<file path="config.mk">
export PLATFORM = sky130hd
export DESIGN_NAME = vga_pixel_driver
export DESIGN_NICKNAME = d
export VERILOG_FILES = /design/src/rtl/vga_pixel_driver.sv
export SDC_FILE = /design/constraint.sdc
export NUM_CORES = 1
export LEC_CHECK = 0
export CORE_MARGIN = 2
export CORE_UTILIZATION = 50
export CTS_CLUSTER_SIZE = 12
export DETAILED_ROUTE_END_ITERATION = 7
export DONT_BUFFER_PORTS = 1
export PLACE_DENSITY = 0.68
export SYNTH_ARGS = -nofsm -noshare
export SYNTH_HDL_FRONTEND = slang
export SYNTH_SLANG_ARGS = --single-unit
</file>
<file path="constraint.sdc">
create_clock -name clk -period 1.6 [get_ports clk]
set_input_delay 0.08 -clock clk [delete_from_list [all_inputs] [get_ports clk]]
set_output_delay 0.08 -clock clk [all_outputs]
set_load 0.1 [all_outputs]
</file>
<file path="src/rtl/vga_pixel_driver.sv">
// 640x480@60 VGA scan generator: publishes pixelX/pixelY to the drawing objects, realigns
// sync/blank with the returning pixel after PIPE_LAT steps and drives a 4:4:4 DAC.
module vga_pixel_driver #(
    parameter int H_ACTIVE = 640,
    parameter int H_FP     = 16,
    parameter int H_SYNC   = 96,
    parameter int H_BP     = 48,
    parameter int V_ACTIVE = 480,
    parameter int V_FP     = 10,
    parameter int V_SYNC   = 2,
    parameter int V_BP     = 33,
    parameter int PIPE_LAT = 2,
    parameter int CLK_DIV  = 1
) (
    input  logic        clk,
    input  logic        reset,
    input  logic [7:0]  RGBIn,
    output logic [10:0] pixelX,
    output logic [10:0] pixelY,
    output logic        frameTick,
    output logic [3:0]  red,
    output logic [3:0]  green,
    output logic [3:0]  blue,
    output logic        hsync,
    output logic        vsync,
    output logic        blankN
);

    localparam logic [10:0] H_LAST     = 11'(H_ACTIVE + H_FP + H_SYNC + H_BP - 1);
    localparam logic [10:0] V_LAST     = 11'(V_ACTIVE + V_FP + V_SYNC + V_BP - 1);
    localparam logic [10:0] H_VIS      = 11'(H_ACTIVE);
    localparam logic [10:0] V_VIS      = 11'(V_ACTIVE);
    localparam logic [10:0] HS_FIRST   = 11'(H_ACTIVE + H_FP);
    localparam logic [10:0] HS_LAST    = 11'(H_ACTIVE + H_FP + H_SYNC - 1);
    localparam logic [10:0] VS_FIRST   = 11'(V_ACTIVE + V_FP);
    localparam logic [10:0] VS_LAST    = 11'(V_ACTIVE + V_FP + V_SYNC - 1);
    localparam logic [10:0] V_VIS_PREV = 11'(V_ACTIVE - 1);
    // Delay-line entry is {act, hs, vs}; idle means blanked with both syncs released.
    localparam logic [2:0]  IDLE_ATTR  = 3'b011;
    localparam int          DLY_W      = 3 * PIPE_LAT;

    logic pe;

    generate
        if (CLK_DIV == 2) begin : g_div
            logic div_q, div_d;
            always_comb div_d = ~div_q;
            always_ff @(posedge clk or posedge reset) begin
                if (reset) div_q <= 1'b0;
                else       div_q <= div_d;
            end
            assign pe = div_q;
        end else begin : g_nodiv
            assign pe = 1'b1;
        end
    endgenerate

    logic [10:0] h_q, h_d, v_q, v_d;
    logic        act, hs, vs;
    logic [DLY_W-1:0] dly_q, dly_d;
    logic [DLY_W+2:0] dly_shift;
    logic [2:0]  last_attr;
    logic [3:0]  red_q, red_d, green_q, green_d, blue_q, blue_d;
    logic        hsync_q, hsync_d, vsync_q, vsync_d, blank_n_q, blank_n_d;
    logic        tick_q, tick_d;

    always_comb begin
        h_d = h_q;
        v_d = v_q;
        if (pe) begin
            if (h_q == H_LAST) begin
                h_d = '0;
                v_d = (v_q == V_LAST) ? '0 : v_q + 11'd1;
            end else begin
                h_d = h_q + 11'd1;
            end
        end
    end

    always_comb begin
        act = (h_q < H_VIS) && (v_q < V_VIS);
        hs  = !((h_q >= HS_FIRST) && (h_q <= HS_LAST));
        vs  = !((v_q >= VS_FIRST) && (v_q <= VS_LAST));
    end

    // Shift in at the bottom; the widened vector keeps PIPE_LAT == 1 free of special cases.
    always_comb begin
        dly_shift = {dly_q, act, hs, vs};
        dly_d     = pe ? dly_shift[DLY_W-1:0] : dly_q;
        last_attr = dly_q[DLY_W-1 -: 3];
    end

    always_comb begin
        red_d     = red_q;
        green_d   = green_q;
        blue_d    = blue_q;
        hsync_d   = hsync_q;
        vsync_d   = vsync_q;
        blank_n_d = blank_n_q;
        if (pe) begin
            blank_n_d = last_attr[2];
            hsync_d   = last_attr[1];
            vsync_d   = last_attr[0];
            red_d     = last_attr[2] ? {RGBIn[7:5], RGBIn[7]}   : 4'd0;
            green_d   = last_attr[2] ? {RGBIn[4:2], RGBIn[4]}   : 4'd0;
            blue_d    = last_attr[2] ? {RGBIn[1:0], RGBIn[1:0]} : 4'd0;
        end
        // Fires on the same clk that the counters land on (0, V_ACTIVE).
        tick_d = pe && (h_q == H_LAST) && (v_q == V_VIS_PREV);
    end

    always_ff @(posedge clk or posedge reset) begin
        if (reset) begin
            h_q       <= '0;
            v_q       <= '0;
            dly_q     <= {PIPE_LAT{IDLE_ATTR}};
            red_q     <= '0;
            green_q   <= '0;
            blue_q    <= '0;
            hsync_q   <= 1'b1;
            vsync_q   <= 1'b1;
            blank_n_q <= 1'b0;
            tick_q    <= 1'b0;
        end else begin
            h_q       <= h_d;
            v_q       <= v_d;
            dly_q     <= dly_d;
            red_q     <= red_d;
            green_q   <= green_d;
            blue_q    <= blue_d;
            hsync_q   <= hsync_d;
            vsync_q   <= vsync_d;
            blank_n_q <= blank_n_d;
            tick_q    <= tick_d;
        end
    end

    assign pixelX    = h_q;
    assign pixelY    = v_q;
    assign frameTick = tick_q;
    assign red       = red_q;
    assign green     = green_q;
    assign blue      = blue_q;
    assign hsync     = hsync_q;
    assign vsync     = vsync_q;
    assign blankN    = blank_n_q;

endmodule
</file>
==> results of run 1 <==
## flip-flops by register name, indices dropped and copies added (netlist names)
name,cells
pixelX,11
blue,2
green,3
frameTick,1
dly_q,6
pixelY,11
blankN,1
vsync,1
hsync,1
red,3
## per-stage QoR
stage | area (um^2) | std cells | TNS [ns] | setup slack [ns]
2_1_floorplan | 1800 | 148 | -2.46 | -0.239
3_3_place_gp | 2120 | 230 | -0.0482 | -0.0195
3_5_place_dp | 2120 | 230 | -0.313 | -0.113
4_1_cts | 2360 | 251 | -0.0838 | -0.0423
5_1_grt | 2470 | 257 | -0.848 | -0.164
6_report | 2470 | 257 | -0.224 | -0.0730
## cells in the final DEF (no fill, tap or decap), types with 2 or more instances in the layout
master | Yosys | final
sky130_fd_sc_hd__buf_6 | 0 | 3
sky130_fd_sc_hd__ha_4 | 0 | 3
sky130_fd_sc_hd__a21oi_1 | 3 | 2
sky130_fd_sc_hd__dfrtp_2 | 0 | 22
sky130_fd_sc_hd__nor4_4 | 0 | 2
sky130_fd_sc_hd__nand3_1 | 5 | 5
sky130_fd_sc_hd__and2_1 | 11 | 10
sky130_fd_sc_hd__dlygate4sd3_1 | 0 | 9
sky130_fd_sc_hd__nor2_1 | 5 | 5
sky130_fd_sc_hd__dfrtp_4 | 0 | 4
sky130_fd_sc_hd__xnor2_1 | 6 | 6
sky130_fd_sc_hd__a31oi_1 | 3 | 3
sky130_fd_sc_hd__o21ai_1 | 2 | 3
sky130_fd_sc_hd__and3_1 | 5 | 5
sky130_fd_sc_hd__nor4bb_1 | 3 | 2
sky130_fd_sc_hd__dfstp_2 | 6 | 6
sky130_fd_sc_hd__inv_1 | 7 | 5
sky130_fd_sc_hd__o21ai_0 | 7 | 5
sky130_fd_sc_hd__xor2_1 | 5 | 5
sky130_fd_sc_hd__and4_4 | 0 | 2
sky130_fd_sc_hd__buf_4 | 5 | 51
sky130_fd_sc_hd__clkbuf_4 | 0 | 5
sky130_fd_sc_hd__nand2_1 | 6 | 6
sky130_fd_sc_hd__dfrtp_1 | 34 | 8
sky130_fd_sc_hd__a21o_1 | 2 | 2
sky130_fd_sc_hd__nand4_1 | 8 | 8
## layout make-up
| type | count | area [um^2] | area share (%) |
|---|---|---|---|
| clock buffer | 6 | 41.3 | 1.67 |
| clock inverter | 2 | 35.0 | 1.42 |
| inverter | 7 | 28.8 | 1.17 |
| multi-input combinational | 93 | 746 | 30.2 |
| sequential | 40 | 1050 | 42.6 |
| tap | 46 | 57.6 | 2.33 |
| timing repair buffer | 63 | 507 | 20.5 |
## cells by family after synthesis
group / Yosys count
adder cells (fa/ha/maj): 3
XOR/XNOR: 11
flip-flops: 40
AND/OR/NAND/NOR: 57
buffers and inverters: 15
AO/OA/AOI/OAI: 22
## per-layer routing
metal	vias up	routed length, um	global-route usage [%]	part of all wire (%)
met4	0	106	8.89	2.6
met3	10	319	7.03	7.8
met5	-	0	2.78	0
met1	690	1680	26.9	41
li1	646	-	-	-
met2	58	2000	35.9	49
## repair_timing
item,4_1_cts,5_1_grt
setup buffers,4,6
setup endpoints to repair,9,9
pin swaps,5,7
hold endpoints to repair,42,0
cloned,0,0
hold buffers,9,0
resized for setup,11,11
## worst max-delay path, cell delays in order (launching register included)
cell	delay [ns]
sky130_fd_sc_hd__dfrtp_4	0.45
sky130_fd_sc_hd__buf_6	0.10
sky130_fd_sc_hd__ha_4	0.12
sky130_fd_sc_hd__and2_4	0.13
sky130_fd_sc_hd__nand4_1	0.15
sky130_fd_sc_hd__or4_4	0.56
sky130_fd_sc_hd__o21ai_2	0.08
## how the worst max path moves through the flow
stage            endpoint  cells past startpoint        from
4_1_cts         pixelY[3]                      5   pixelX[5]
6_report       pixelY[10]                      6   pixelY[0]
5_1_grt         pixelY[8]                      6  pixelX[10]
3_3_place_gp   pixelY[10]                      6   pixelY[0]
3_5_place_dp   pixelY[10]                      6   pixelY[0]
2_1_floorplan  pixelY[10]                      6   pixelY[1]
## report_power, final
part	total, uW	internal, uW	switching (uW)
combinational	181	34.5	146
sequential	1020	1020	2.74
clock	655	328	327
total	1860	1380	476
==> results.py, run 1 <==
metrics = {
    "worst_setup_path": {
        "r2r.worst_path.cells": 6,
        "crit_arrival_ns": 1.95,
        "reg2reg_to": "pixelY[10]",
        "worstSetupStartpointType": "flip-flop",
        "crit_path_max_fanout": 2,
        "r2r_slack_ns": -0.07,
        "critPathRequiredTime_ns": 1.88,
        "reg2reg_launch_point": "pixelY[0]",
        "criticalPathCategory": "reg2reg",
        "cp-end-kind": "flip-flop",
    },
    "clock_tree": {
        "tritoncts": "built",
        "tritoncts_num_sinks": 40,
        "worstSkewPairLatency_ns": 0.35,
        "h-tree-depth": 2,
        "clk_path_buf_depth": 2,
        "clkTransAtPathRegs_ns": 0.12,
        "tritoncts.num_buffers": 5,
        "cts_root_buffer": "sky130_fd_sc_hd__clkbuf_4",
    },
    "pwr": {
        "leakagePower_uw": 0.00105,
        "p_per_cell_area_mw_per_mm2": 754,
        "power.total_uw": 1860,
        "worst_vdd_drop_uv": 473,
    },
    "logic_synthesis": {
        "synthesis.nets": 161,
        "post_synth_instance_area_mm2": 0.00171,
        "async_flop_share_pct": 100,
        "synth_adder_area_share_pct": 2.20,
        "synth.cells.most_frequent": "34 x sky130_fd_sc_hd__dfrtp_1, 11 x sky130_fd_sc_hd__and2_1, 8 x sky130_fd_sc_hd__nand4_1",
        "post_synth_edffs": 0,
        "yosysMostFrequentCell": "sky130_fd_sc_hd__dfrtp_1",
        "syn_area_per_cell_um2": 11.5,
        "synth-xor-area-share_pct": 5.64,
        "ffs_latches_synth": 40,
        "muxShareOfSynthArea_pct": 0,
        "main_combinational_cell_family_by_area_after_synthesis": "simple AND/OR/NAND/NOR gates",
        "post_synth_inst_count": 148,
        "yosys.area_share.simple_pct": 20.7,
        "synthDistinctLibCells": 35,
        "synth_largest_type_area_fraction_pct": 49.8,
        "seq_area_frac_synth_pct": 59.0,
        "netlist_top_cells_area": "sky130_fd_sc_hd__dfrtp_1 50%, sky130_fd_sc_hd__dfstp_2 9.2%, sky130_fd_sc_hd__and2_1 4.0%",
        "synth.largest_area_cell": "sky130_fd_sc_hd__dfrtp_1",
        "yosysWarnings": 0,
        "synth_compound_area_share_pct": 7.91,
        "postSynth.topFlopCell": "sky130_fd_sc_hd__dfrtp_1",
    },
    "cells_and_area": {
        "fillerInstances": 231,
        "n_antenna_cell": 0,
        "finalCoreUtilization_pct": 74.5,
        "finish.net_count": 223,
        "fraction_of_layout_cells_with_a_size_suffix_above_1_pct": 52.6,
        "area_delta_synth_final_pct": 44.3,
    },
    "run": {
        "drv.max_cap_violation_count": 0,
    },
    "detailed_routing": {
        "num_vias": 1404,
        "dr.pass1.iters": 4,
        "drc": 0,
        "wire_per_inst_um": 16.0,
        "ant_nets": 0,
        "drt-initial-drc-count": 95,
        "detail_route.wirelength_um": 4110,
        "viasPerCell": 5.46,
    },
    "sta": {
        "final.setup.worst_slack_ns": -0.0730,
        "finalWorstPathRequiredPeriod_ns": 1.67,
        "post-route-period-util_pct": 105,
        "worst_hold_slack_ns": 0.281,
        "worst_slew_pin_slew_ns": 0.546,
        "rsz0062_at_grt": "yes",
        "maxSlewViolCount": 0,
        "fmaxAchievable_ghz": 0.598,
        "final.setup_skew_ns": 0.0128,
        "setup_viol": 5,
        "final_hold_viol_count": 0,
        "worst_slew_margin_rel_pct": 63.9,
    },
    "global_routing": {
        "maximum_number_of_pins_on_one_net_before_global_route_repair": 41,
        "overflow": 0,
        "grtUsageTotal_pct": 22.0,
        "grt_antenna_before_repair": 0,
        "grt_pass1_vias": 1337,
        "grt_first_pass_wirelength_um": 6690,
    },
    "die": {
        "placeableCoreArea_mm2": 0.00331,
        "die_y_um": 62.5,
        "initial_utilization_pct": 51.6,
        "die-area_mm2": 0.00390,
        "row_count": 21,
        "die_width_um": 62.5,
        "ioPinCount": 48,
    },
    "min_path": {
        "holdCritPathClass": "in2async",
    },
    "placement": {
        "buffer_ports.inserted": 0,
        "hpwl_um": 2620,
        "place.gp.congestion": 0.881,
    },
    "run_status": {
        "failed_checks": "setup timing",
        "outcome": "finished with violations",
    },
}
No activity file was read; power rests on OpenSTA's default activity.
==> inputs of run 2 (changes only) <==
Settings changed: PLACE_DENSITY 0.68 to not set.
Clock period 1.6 ns to 2.14 ns, I/O delays scaled along.
==> run 2 against run 1 <==
Net effect:
- the run now ends clean
- via count fell by 8.3%
- cell area fell by 12%
- count of clock-buffer cells in the layout did not move
- first-iteration DRC count is 29% lower
- setup slack gained 0.36 ns
- clock power down 27%
- wire length shrank 15%
- worst hold slack improved by 0.033 ns
- clock skew down 0.0060 ns
- global-route usage down 2.1 points
- final cell count decreased by 9.3%
- combinational power down 57%
==> results.py, run 2 (synthesis gave the netlist of run 1 again) <==
metrics = {
    "global_routing": {
        "grt_antenna_before_repair": 0,
        "overflow": 0,
        "grt_pass1_vias": 1290,
        "maximum_number_of_pins_on_one_net_before_global_route_repair": 41,
        "grt_first_pass_wirelength_um": 6070,
        "grtUsageTotal_pct": 19.9,
    },
    "detailed_routing": {
        "detailroute.wirelength.met3_um": 315,
        "viasPerCell": 5.53,
        "dr.pass1.iters": 4,
        "top_layer_used": "met4",
        "detail_route.wirelength_um": 3510,
        "wire_per_inst_um": 15.0,
        "drc": 0,
        "wl_met1_um": 1500,
        "num_vias": 1288,
        "ant_nets": 0,
        "drt-initial-drc-count": 67,
        "wl_met2_um": 1640,
    },
    "sta": {
        "worst_slew_margin_rel_pct": 41.7,
        "final_hold_viol_count": 0,
        "fmaxAchievable_ghz": 0.539,
        "setup_viol": 0,
        "post-route-period-util_pct": 86.6,
        "rsz0062_at_grt": "no",
        "finalWorstPathRequiredPeriod_ns": 1.85,
        "worst_slew_pin_slew_ns": 0.875,
        "maxSlewViolCount": 0,
        "final.setup_skew_ns": 0.00684,
        "worst_hold_slack_ns": 0.314,
        "tns_ns": 0,
    },
    "min_path": {
        "holdCritPathClass": "in2async",
    },
    "clock_tree": {
        "tritoncts.num_buffers": 5,
        "cts.repair_timing.setup_buffer_count": 0,
        "tritoncts": "built",
        "worstSkewPairLatency_ns": 0.34,
        "clkTransAtPathRegs_ns": 0.11,
        "tritoncts_num_sinks": 40,
        "h-tree-depth": 2,
        "cts_root_buffer": "sky130_fd_sc_hd__clkbuf_4",
        "clk_path_buf_depth": 2,
    },
    "pwr": {
        "clock_power_share_pct": 34.5,
        "worst_vdd_drop_uv": 423,
        "power.sequential.fraction_pct": 59.9,
        "leakagePower_uw": 0.000956,
        "switching_power_as_a_share_of_total_power_pct": 24.9,
        "int_pwr_uw": 1040,
        "switch_pwr_uw": 344,
        "p_per_cell_area_mw_per_mm2": 637,
        "combPwrFrac_pct": 5.7,
    },
    "die": {
        "die_y_um": 62.5,
        "die_width_um": 62.5,
        "ioPinCount": 48,
        "placeableCoreArea_mm2": 0.00331,
        "row_count": 21,
        "initial_utilization_pct": 51.6,
        "die-area_mm2": 0.00390,
    },
    "cells_and_area": {
        "area_delta_synth_final_pct": 27.0,
        "finish.net_count": 199,
        "fraction_of_layout_cells_with_a_size_suffix_above_1_pct": 29.4,
        "layout.area.seq_mm2": 0.00102,
        "multi_input_comb_area_um2": 623,
        "fillerInstances": 279,
        "n_antenna_cell": 0,
        "mostFrequentLayoutCell": "sky130_fd_sc_hd__buf_4",
        "most-common-layout-cells": "26 x sky130_fd_sc_hd__buf_4, 23 x sky130_fd_sc_hd__dfrtp_1, 11 x sky130_fd_sc_hd__and2_1, 11 x sky130_fd_sc_hd__dfrtp_2, 9 x sky130_fd_sc_hd__dlygate4sd3_1",
    },
    "worst_setup_path": {
        "worstSetupStartpointType": "flip-flop",
        "criticalPathCategory": "reg2reg",
        "r2r.worst_path.cells": 6,
        "crit_arrival_ns": 2.12,
        "cp-end-kind": "flip-flop",
        "r2r_slack_ns": 0.29,
        "crit_path_max_fanout": 6,
        "critPathRequiredTime_ns": 2.40,
    },
    "placement": {
        "hpwl_um": 2540,
        "buffer_ports.inserted": 0,
        "place.gp.congestion": 0.919,
    },
    "run_status": {
        "outcome": "complete, no violations",
    },
    "run": {
        "drv.max_cap_violation_count": 0,
    },
}
-- run 2: repair_timing --
item,CTS,global route
resized for setup,0,0
hold buffers,9,0
hold endpoints to repair,42,0
-- run 2: power groups by stage --
stage | Clock [uW] | Combinational, uW | Sequential (uW)
finish | 477 | 78.5 | 828
global route | 528 | 84.4 | 829
CTS | 496 | 80.8 | 828
detailed placement | 0 | 67.7 | 842
global placement | 0 | 66.4 | 842
floorplan | 0 | 51.1 | 838
-- run 2: layout make-up --
type	count	share of cell area [%]
Sequential cell	40	47.1
Clock buffer	6	1.90
Clock inverter	2	1.61
Timing Repair Buffer	39	16.8
Inverter	7	1.21
Multi-Input combinational cell	93	28.7
Tap cell	46	2.65
-- run 2: path summary, 6_finish.rpt --
kind                            startpoint         to
worst max-delay path             pixelX[0]  pixelY[3]
worst min-delay path                 reset     blankN
worst max register to register   pixelX[0]  pixelY[3]
worst min register to register    dly_q[2]   dly_q[5]
max in group asynchronous            reset  pixelY[0]
min in group clk                  dly_q[2]   dly_q[5]
-- run 2: layer usage --
layer	vias to the layer above	track usage, %
li1	603	-
met1	623	24.2
met4	0	7.22
met2	56	32.4
met3	6	7.39
met5	-	0
-- run 2: critical path, stage by stage (launching register included) --
cell and delay [ns]:
sky130_fd_sc_hd__dfrtp_2 0.38, sky130_fd_sc_hd__ha_1 0.23, sky130_fd_sc_hd__and4_1 0.33, sky130_fd_sc_hd__nand4_1 0.21
sky130_fd_sc_hd__buf_4 0.22, sky130_fd_sc_hd__or3_1 0.33, sky130_fd_sc_hd__o21ai_0 0.08
-- run 2: metrics by stage --
stage | util (%) | setup WS [ns] | power, uW | std cells | instance area (um^2)
2_1_floorplan | - | 0.0613 | 889 | 148 | 1720
3_3_place_gp | 60.5 | 0.355 | 908 | 216 | 2000
3_5_place_dp | 60.5 | 0.289 | 910 | 216 | 2000
4_1_cts | 65.6 | 0.278 | 1400 | 233 | 2170
5_1_grt | 65.6 | 0.108 | 1440 | 233 | 2170
6_report | 65.6 | 0.286 | 1380 | 233 | 2170
==> inputs of run 3 (changes only) <==
Settings changed: CORE_UTILIZATION 50 to 60, PLACE_DENSITY set to 0.76.
==> run 3 against run 2 <==
Net effect:
- global-route usage is 3.9 points higher
- clock power is 2% higher
- clock skew is 0.0020 ns higher
- fmax is 3.3% lower
- power is 0.69% higher
- via count is 1.3% higher
- combinational power is 8.5% lower
- sequential share of layout area is 0.74 points higher
==> results.py, run 3 (synthesis gave the netlist of run 1 again) <==
metrics = {
    "detailed_routing": {
        "drt-initial-drc-count": 31,
        "num_vias": 1305,
        "ant_nets": 0,
        "dr.pass1.iters": 4,
        "detailroute.wirelength.met3_um": 282,
        "drc": 0,
        "detail_route.wirelength_um": 3620,
        "wl_met1_um": 1450,
        "wl_met2_um": 1800,
        "viasPerCell": 6.04,
        "wire_per_inst_um": 16.7,
        "top_layer_used": "met4",
    },
    "clock_tree": {
        "worstSkewPairLatency_ns": 0.35,
        "h-tree-depth": 2,
        "tritoncts": "built",
        "clk_path_buf_depth": 2,
        "tritoncts.num_buffers": 5,
        "cts.repair_timing.setup_buffer_count": 0,
        "cts_root_buffer": "sky130_fd_sc_hd__clkbuf_4",
        "tritoncts_num_sinks": 40,
        "clkTransAtPathRegs_ns": 0.12,
    },
    "pwr": {
        "int_pwr_uw": 1040,
        "worst_vdd_drop_uv": 595,
        "combPwrFrac_pct": 5.2,
        "switch_pwr_uw": 355,
        "power.total_uw": 1390,
        "clock_power_share_pct": 34.9,
        "leakagePower_uw": 0.000947,
        "power.sequential.fraction_pct": 59.9,
        "switching_power_as_a_share_of_total_power_pct": 25.5,
        "p_per_cell_area_mw_per_mm2": 652,
    },
    "die": {
        "placeableCoreArea_mm2": 0.00273,
        "die_width_um": 57.4,
        "initial_utilization_pct": 62.5,
        "ioPinCount": 48,
        "row_count": 19,
        "die_y_um": 57.4,
        "die-area_mm2": 0.00329,
    },
    "global_routing": {
        "grt_pass1_vias": 1224,
        "maximum_number_of_pins_on_one_net_before_global_route_repair": 27,
        "grt_first_pass_wirelength_um": 5880,
        "overflow": 0,
        "grt_antenna_before_repair": 0,
        "grtUsageTotal_pct": 23.8,
    },
    "cells_and_area": {
        "fraction_of_layout_cells_with_a_size_suffix_above_1_pct": 28.6,
        "multi_input_comb_area_um2": 623,
        "fillerInstances": 170,
        "most-common-layout-cells": "24 x sky130_fd_sc_hd__buf_4, 23 x sky130_fd_sc_hd__dfrtp_1, 11 x sky130_fd_sc_hd__and2_1, 11 x sky130_fd_sc_hd__dfrtp_2, 9 x sky130_fd_sc_hd__dlygate4sd3_1",
        "area_delta_synth_final_pct": 25.0,
        "layout.area.seq_mm2": 0.00102,
        "n_antenna_cell": 0,
        "finish.net_count": 197,
        "fin_cells": 216,
        "mostFrequentLayoutCell": "sky130_fd_sc_hd__buf_4",
    },
    "sta": {
        "worst_slew_pin_slew_ns": 0.933,
        "tns_ns": 0,
        "finalWorstPathRequiredPeriod_ns": 1.92,
        "post-route-period-util_pct": 89.6,
        "worst_hold_slack_ns": 0.282,
        "setup_viol": 0,
        "fmaxAchievable_ghz": 0.521,
        "rsz0062_at_grt": "no",
        "maxSlewViolCount": 0,
        "final.setup.worst_slack_ns": 0.222,
        "worst_slew_margin_rel_pct": 38.0,
        "final.setup_skew_ns": 0.00883,
        "final_hold_viol_count": 0,
    },
    "placement": {
        "place.gp.congestion": 0.862,
        "dp_worst_setup_slack_ns": 0.326,
        "hpwl_um": 2390,
        "placedCellCount": 199,
        "buffer_ports.inserted": 0,
    },
    "worst_setup_path": {
        "reg2reg_to": "pixelY[10]",
        "cp-end-kind": "flip-flop",
        "r2r.worst_path.cells": 6,
        "crit_path_max_fanout": 6,
        "criticalPathCategory": "reg2reg",
        "reg2reg_launch_point": "pixelY[0]",
        "r2r_slack_ns": 0.22,
        "critPathRequiredTime_ns": 2.42,
        "crit_arrival_ns": 2.20,
        "worstSetupStartpointType": "flip-flop",
    },
    "run": {
        "drv.max_cap_violation_count": 0,
    },
    "run_status": {
        "outcome": "complete, no violations",
    },
    "min_path": {
        "holdCritPathClass": "in2async",
    },
}
## run 3: changes by cell type in the layout (fill, tap and decap cells not counted)
cell                    change
sky130_fd_sc_hd__buf_4      -2
## run 3: cell type report
| cell class | count | share of cell area (%) |
|---|---|---|
| well taps | 31 | 1.81 |
| repair buffers | 37 | 16.4 |
| multi-input cells | 93 | 29.2 |
| clock buffers | 6 | 1.93 |
| inverters | 7 | 1.23 |
| flip-flops and latches | 40 | 47.8 |
| clock inverters | 2 | 1.64 |
## run 3: how the worst max path moves through the flow
stage,endpoint,start
after floorplan,pixelY[10],pixelX[0]
after global placement,pixelY[10],pixelY[0]
after detailed placement,pixelY[10],pixelY[0]
after CTS,pixelY[10],pixelY[0]
after global routing,pixelY[10],pixelY[0]
final,pixelY[10],pixelY[0]
## run 3: power by group through the flow
stage	sequential, uW	clock (uW)	combinational [uW]
after floorplan	838	0	51.1
after global placement	848	0	58.0
after detailed placement	849	0	59.4
after CTS	835	494	72.0
after global routing	836	522	76.8
final	835	486	71.8
## run 3: critical path: stages, from the launching register on
cell	delay [ns]
sky130_fd_sc_hd__dfrtp_2	0.38
sky130_fd_sc_hd__buf_4	0.31
sky130_fd_sc_hd__ha_1	0.29
sky130_fd_sc_hd__and2_1	0.19
sky130_fd_sc_hd__nand4_1	0.14
sky130_fd_sc_hd__or4_1	0.43
sky130_fd_sc_hd__o21ai_1	0.10
## run 3: per-stage QoR
step | instance area [um^2] | utilization [%]
after detailed placement | 1970 | 72.1
after global placement | 1970 | 72.1
final | 2140 | 78.2
after global routing | 2140 | 78.2
after floorplan | 1720 | -
after CTS | 2140 | 78.2
## run 3: routing by layer
metal / GRT usage, % / vias to the layer above
li1: - / 599
met1: 28.6 / 637
met2: 39.6 / 59
met3: 7.94 / 10
met4: 8.97 / 0
met5: 0 / -
## run 3: repair_timing
action / 4_1_cts / 5_1_grt
setup endpoints to repair: 0 / 0
hold endpoints to repair: 22 / 0
resized for setup: 0 / 0
hold buffers: 9 / 0
